[config.mk]
export PLATFORM = sky130hd
export DESIGN_NAME = fetch_unit_flat
export DESIGN_NICKNAME = d
export VERILOG_FILES = /design/src/rtl/fetch_if.sv /design/src/rtl/fetch_unit.sv /design/src/flat_wrapper.sv
export SDC_FILE = /design/constraint.sdc
export NUM_CORES = 1
export LEC_CHECK = 0
export ABC_AREA = 0
export CORE_ASPECT_RATIO = 0.8
export CORE_MARGIN = 8
export CORE_UTILIZATION = 50
export CTS_BUF_LIST = sky130_fd_sc_hd__clkbuf_16
export DETAILED_ROUTE_END_ITERATION = 16
export MAX_ROUTING_LAYER = met4
export PLACE_DENSITY = 0.72
export REMOVE_ABC_BUFFERS = 1
export SLEW_MARGIN = 10
export SYNTH_ARGS = -nofsm -noshare
export SYNTH_HDL_FRONTEND = slang
export SYNTH_SLANG_ARGS = --single-unit
[constraint.sdc]
create_clock -name clk -period 2.9 [get_ports clk]
set_clock_uncertainty 0.15 [all_clocks]
set_input_delay 0.58 -clock clk [delete_from_list [all_inputs] [get_ports clk]]
set_output_delay 0.58 -clock clk [all_outputs]
set_load 0.02 [all_outputs]
[src/rtl/fetch_if.sv]
// Fetch-stage bus bundle: instruction RAM read port, redirect request and
// decoder-facing instruction handshake.
interface fetch_if #(
  parameter int unsigned ADDR_W = 16,
  parameter int unsigned MEM_W  = 16
);
  logic [ADDR_W-1:0] mem_addr;
  logic              mem_read;
  logic              mem_write;
  logic [MEM_W-1:0]  mem_data;
  logic              redirect_valid;
  logic [ADDR_W-1:0] redirect_pc;
  logic              instr_valid;
  logic              instr_ready;
  logic [MEM_W-1:0]  instr;
  logic [ADDR_W-1:0] instr_pc;

  modport master (
    output mem_addr, mem_read, mem_write,
    input  mem_data,
    input  redirect_valid, redirect_pc,
    output instr_valid, instr, instr_pc,
    input  instr_ready
  );

  modport slave (
    input  mem_addr, mem_read, mem_write,
    output mem_data,
    output redirect_valid, redirect_pc,
    input  instr_valid, instr, instr_pc,
    output instr_ready
  );
endinterface

[src/rtl/fetch_unit.sv]
// Instruction fetch stage: sequential PC, 1-cycle RAM reads, prefetch FIFO
// toward the decoder, flush-and-restart on redirect.
module fetch_unit #(
  parameter int unsigned       ADDR_W   = 16,
  parameter int unsigned       MEM_W    = 16,
  parameter logic [ADDR_W-1:0] RESET_PC = '0,
  parameter int unsigned       DEPTH    = 4
) (
  input logic      clk,
  input logic      rst,
  fetch_if.master  bus
);
  localparam int unsigned PTR_W = $clog2(DEPTH);
  localparam int unsigned CNT_W = PTR_W + 1;

  logic [ADDR_W-1:0] fetch_pc;
  logic [ADDR_W-1:0] inflight_pc;
  logic              inflight;
  logic [MEM_W-1:0]  fifo_word [DEPTH];
  logic [ADDR_W-1:0] fifo_pc   [DEPTH];
  logic [PTR_W-1:0]  rd_ptr;
  logic [PTR_W-1:0]  wr_ptr;
  logic [CNT_W-1:0]  count;
  logic              issue;
  logic              push;
  logic              pop;

  // Issue only while FIFO space covers every word already requested.
  always_comb begin
    issue = !rst && !bus.redirect_valid &&
            ((count + CNT_W'(inflight)) < CNT_W'(DEPTH));
    push  = inflight && !bus.redirect_valid;
    pop   = bus.instr_valid && bus.instr_ready;
  end

  assign bus.mem_addr    = fetch_pc;
  assign bus.mem_read    = issue;
  assign bus.mem_write   = 1'b0;
  assign bus.instr_valid = !rst && (count != '0);
  assign bus.instr       = fifo_word[rd_ptr];
  assign bus.instr_pc    = fifo_pc[rd_ptr];

  always_ff @(posedge clk) begin
    if (rst) begin
      fetch_pc    <= RESET_PC;
      inflight    <= 1'b0;
      inflight_pc <= '0;
      rd_ptr      <= '0;
      wr_ptr      <= '0;
      count       <= '0;
      for (int i = 0; i < int'(DEPTH); i++) begin
        fifo_word[i] <= '0;
        fifo_pc[i]   <= '0;
      end
    end else if (bus.redirect_valid) begin
      // Flush dominates: returning data and any pop this cycle are dropped.
      fetch_pc <= bus.redirect_pc;
      inflight <= 1'b0;
      rd_ptr   <= '0;
      wr_ptr   <= '0;
      count    <= '0;
    end else begin
      inflight <= issue;
      if (issue) begin
        inflight_pc <= fetch_pc;
        fetch_pc    <= fetch_pc + ADDR_W'(1);
      end
      if (push) begin
        fifo_word[wr_ptr] <= bus.mem_data;
        fifo_pc[wr_ptr]   <= inflight_pc;
        wr_ptr            <= wr_ptr + PTR_W'(1);
      end
      if (pop) begin
        rd_ptr <= rd_ptr + PTR_W'(1);
      end
      case ({push, pop})
        2'b10:   count <= count + CNT_W'(1);
        2'b01:   count <= count - CNT_W'(1);
        default: count <= count;
      endcase
    end
  end
endmodule

[src/flat_wrapper.sv]
// flat-port wrapper written by rule: the top's interface ports become plain ports
module fetch_unit_flat 
#(
  parameter int unsigned       ADDR_W   = 16,
  parameter int unsigned       MEM_W    = 16,
  parameter logic [ADDR_W-1:0] RESET_PC = '0,
  parameter int unsigned       DEPTH    = 4
)
  (clk, rst, bus_mem_addr, bus_mem_read, bus_mem_write, bus_mem_data, bus_redirect_valid, bus_redirect_pc, bus_instr_valid, bus_instr, bus_instr_pc, bus_instr_ready);
  fetch_if #(.ADDR_W(ADDR_W), .MEM_W(MEM_W)) bus_i ();
  input logic clk;
  input logic rst;
  output wire logic [$bits(bus_i.mem_addr)-1:0] bus_mem_addr;
  output wire logic [$bits(bus_i.mem_read)-1:0] bus_mem_read;
  output wire logic [$bits(bus_i.mem_write)-1:0] bus_mem_write;
  input wire logic [$bits(bus_i.mem_data)-1:0] bus_mem_data;
  input wire logic [$bits(bus_i.redirect_valid)-1:0] bus_redirect_valid;
  input wire logic [$bits(bus_i.redirect_pc)-1:0] bus_redirect_pc;
  output wire logic [$bits(bus_i.instr_valid)-1:0] bus_instr_valid;
  output wire logic [$bits(bus_i.instr)-1:0] bus_instr;
  output wire logic [$bits(bus_i.instr_pc)-1:0] bus_instr_pc;
  input wire logic [$bits(bus_i.instr_ready)-1:0] bus_instr_ready;
  assign bus_mem_addr = bus_i.mem_addr;
  assign bus_mem_read = bus_i.mem_read;
  assign bus_mem_write = bus_i.mem_write;
  assign bus_i.mem_data = bus_mem_data;
  assign bus_i.redirect_valid = bus_redirect_valid;
  assign bus_i.redirect_pc = bus_redirect_pc;
  assign bus_instr_valid = bus_i.instr_valid;
  assign bus_instr = bus_i.instr;
  assign bus_instr_pc = bus_i.instr_pc;
  assign bus_i.instr_ready = bus_instr_ready;
  fetch_unit #(.ADDR_W(ADDR_W), .MEM_W(MEM_W), .RESET_PC(RESET_PC), .DEPTH(DEPTH)) u_core (.clk(clk), .rst(rst), .bus(bus_i));
endmodule
==> impl_metrics.tcl <==
set metrics [dict create \
    postSynthCellCount 563 \
    final.setup.worst_slack_ps 158 \
    core_region_area_mm2 0.0148 \
    arrival_ps 2010 \
    grt_overflow 0 \
    power_mw 5.40 \
    max_cap_viol_count 0 \
    min_period_over_period 0.946 \
    drive_gt1_frac 0.147 \
    synth-edff-count 128 \
    syn-cell-area_mm2 0.00742 \
    period_needed_ps 2740 \
    grt_pass1_vias 5156 \
    synthFlopType "edfxtp_1" \
    io_buffers 85 \
    cts_buffer_depth 2 \
    timing.fmax_mhz 365 \
    power_density_mw_per_mm2 584 \
    start_kind "flop" \
    avgSynthCellArea_um2 13.2 \
    holdWs_ps 375 \
    ir_drop_mv 0.426 \
    synthTopCellsByCount "edfxtp_1, nor2_1, and2_1" \
    yosysSeqAreaShare 0.631 \
    clkLatencyLatePin_ps 420 \
    clk_pin_slew_ps 60 \
    r2r_cells 8 \
    dp.cells 831 \
    rsz0062_at_grt "no" \
    hold_viol_final 0 \
    path_cells "mux4_2 -> clkdlybuf4s50_1" \
    areaGrowthSynthToFinish_pct 24.4 \
    cts_root_buf "clkbuf_16" \
    drtAntennaViolNets 0 \
    die_y_um 125 \
    path_buf_inv 1 \
    required_ps 2170 \
    r2r_end "u_core.count[2]$_SDFFE_PP0P_" \
    cp-end-kind "primary output" \
    cp_num_cells 2 \
    yosysUniqueCellTypes 51 \
    dr.pass1.iters 5 \
    cts_max_level 4 \
    vias_per_cell 5.71 \
    final_cell_area_mm2 0.00923 \
    cts_buffers 17 \
    ys_warn_count 0 \
    pre_cts_ws_ps -200 \
    routed_wl_mm 17.5 \
    row_count 40 \
    fin_cells 863 \
    status "completed" \
    slew_violations 0 \
    drt_first_iter_violations 430 \
    antenna_found_initial 0 \
    dp_hpwl_mm 11.3 \
    cellLeakagePower_nw 3.39 \
    die_w_um 152 \
    grt_pass1_wl_mm 27.7 \
    path_delay_family "multiplexers" \
    critPathKind "flop to primary output" \
    timing.critical_path.to "bus_instr_pc[14]" \
    fin_nets 700 \
    grt_max_degree 38 \
    pin_count 87 \
    dieArea_mm2 0.0190 \
    cts_sinks 170 \
    ys_seq_elements 170 \
    holdCritPathClass "flop to flop" \
    synth_area_leader_cell "edfxtp_1" \
    timing.rr.start "u_core.count[2]$_SDFFE_PP0P_" \
    synth_top_area_share 0.518 \
    cts_tree "done" \
    start_util 0.503 \
    placedInstanceArea_mm2 0.00869 \
    track_usage 0.192 \
    reg2reg_setup_slack_ps 570 \
    gp_congestion 0.816 \
    crit_path_max_fanout 5 \
    slowest_stage "mux4_2" \
    cts_setup_buffers 0 \
    synth_most_common_cell "edfxtp_1" \
    setup_violations 0 \
    drc 0 \
    async_flop_share 0 \
    via_count 4925 \
    avgRoutedWirePerCell_um 20.3 \
    synth.area.top_cells "edfxtp_1, dfxtp_1, mux4_2" \
    n_antenna_cell 0 \
    max_stage_delay_ps 580 \
]
## metrics by stage
stage                     setup TNS, ps   util
after global routing                  0  0.625
after detailed placement           -314  0.589
after global placement             -150  0.589
after CTS                             0  0.625
final                                 0  0.625
after floorplan                  -22640      -
## state kept, by name, summed over array words and instances (netlist names), named ones only
name / flops
u_core.fifo_word: 64
u_core.rd_ptr: 2
u_core.bus.mem_addr: 16
u_core.inflight_pc: 16
u_core.count: 3
u_core.inflight: 1
u_core.wr_ptr: 2
u_core.fifo_pc: 64
## cells in the final DEF (no fill, tap or decap), drive strengths merged, types with 19 or more instances in the layout
cell type,n
and2,53
and3,21
buf,34
clkdlybuf4s50,53
dfxtp,42
dlygate4sd2,31
edfxtp,128
mux4,32
nand2,34
nand2b,19
nor2,82
## how the worst min path moves through the flow
stage | endpoint | cells past startpoint | startpoint | slack, ps
after floorplan | flop | 2 | u_core.rd_ptr[1]$_SDFFE_PP0P_ | 340
after global placement | flop | 2 | u_core.rd_ptr[1]$_SDFFE_PP0P_ | 360
after detailed placement | flop | 2 | u_core.rd_ptr[1]$_SDFFE_PP0P_ | 370
after CTS | flop | 2 | u_core.rd_ptr[1]$_SDFFE_PP0P_ | 380
after global routing | u_core.rd_ptr[1]$_SDFFE_PP0P_ | 2 | u_core.rd_ptr[1]$_SDFFE_PP0P_ | 400
final | flop | 2 | u_core.rd_ptr[1]$_SDFFE_PP0P_ | 370
## area by class of cell
cell class	instances	area [µm²]
fillers	1106	5530
flip-flops and latches	170	4690
multi-input cells	344	2540
repair buffers	119	1160
clock buffers	17	425
well taps	189	236
clock inverters	15	150
inverters	9	33.8
## worst min-delay path, cell delays in order, from the launching register on
cell and delay, ps:
dfxtp_1 320, xnor2_1 110, nor2_1 50
## layer usage
| layer | vias up | share of wire | track usage | wire length (µm) |
|---|---|---|---|---|
| met5 | - | 0 | - | 0 |
| li1 | 2259 | - | - | - |
| met1 | 2503 | 0.44 | 0.236 | 7690 |
| met4 | 0 | 0.012 | 0.0657 | 209 |
| met3 | 14 | 0.054 | 0.0448 | 947 |
| met2 | 149 | 0.50 | 0.311 | 8690 |
## what timing repair did
action                     in CTS  in global routing
resized for setup              32                  1
setup endpoints to repair      32                  1
hold buffers                    0                  0
## kinds of logic after synthesis
kind of cell / count (synthesis) / synth area share
XOR/XNOR: 10 / 0.0143
AND/OR/NAND/NOR: 244 / 0.171
buffers and inverters: 49 / 0.0271
AO/OA/AOI/OAI: 49 / 0.0445
other: 1 / 0.000505
multiplexers: 37 / 0.105
flip-flops: 170 / 0.631
adder cells (fa/ha/maj): 3 / 0.00607
## where the power goes
part	switching, mW	leakage (nW)	internal, mW
combinational	0.235	1.42	0.189
sequential	0.0537	1.67	2.71
clock	0.877	0.303	1.33
(Power assumes the default switching activity.)
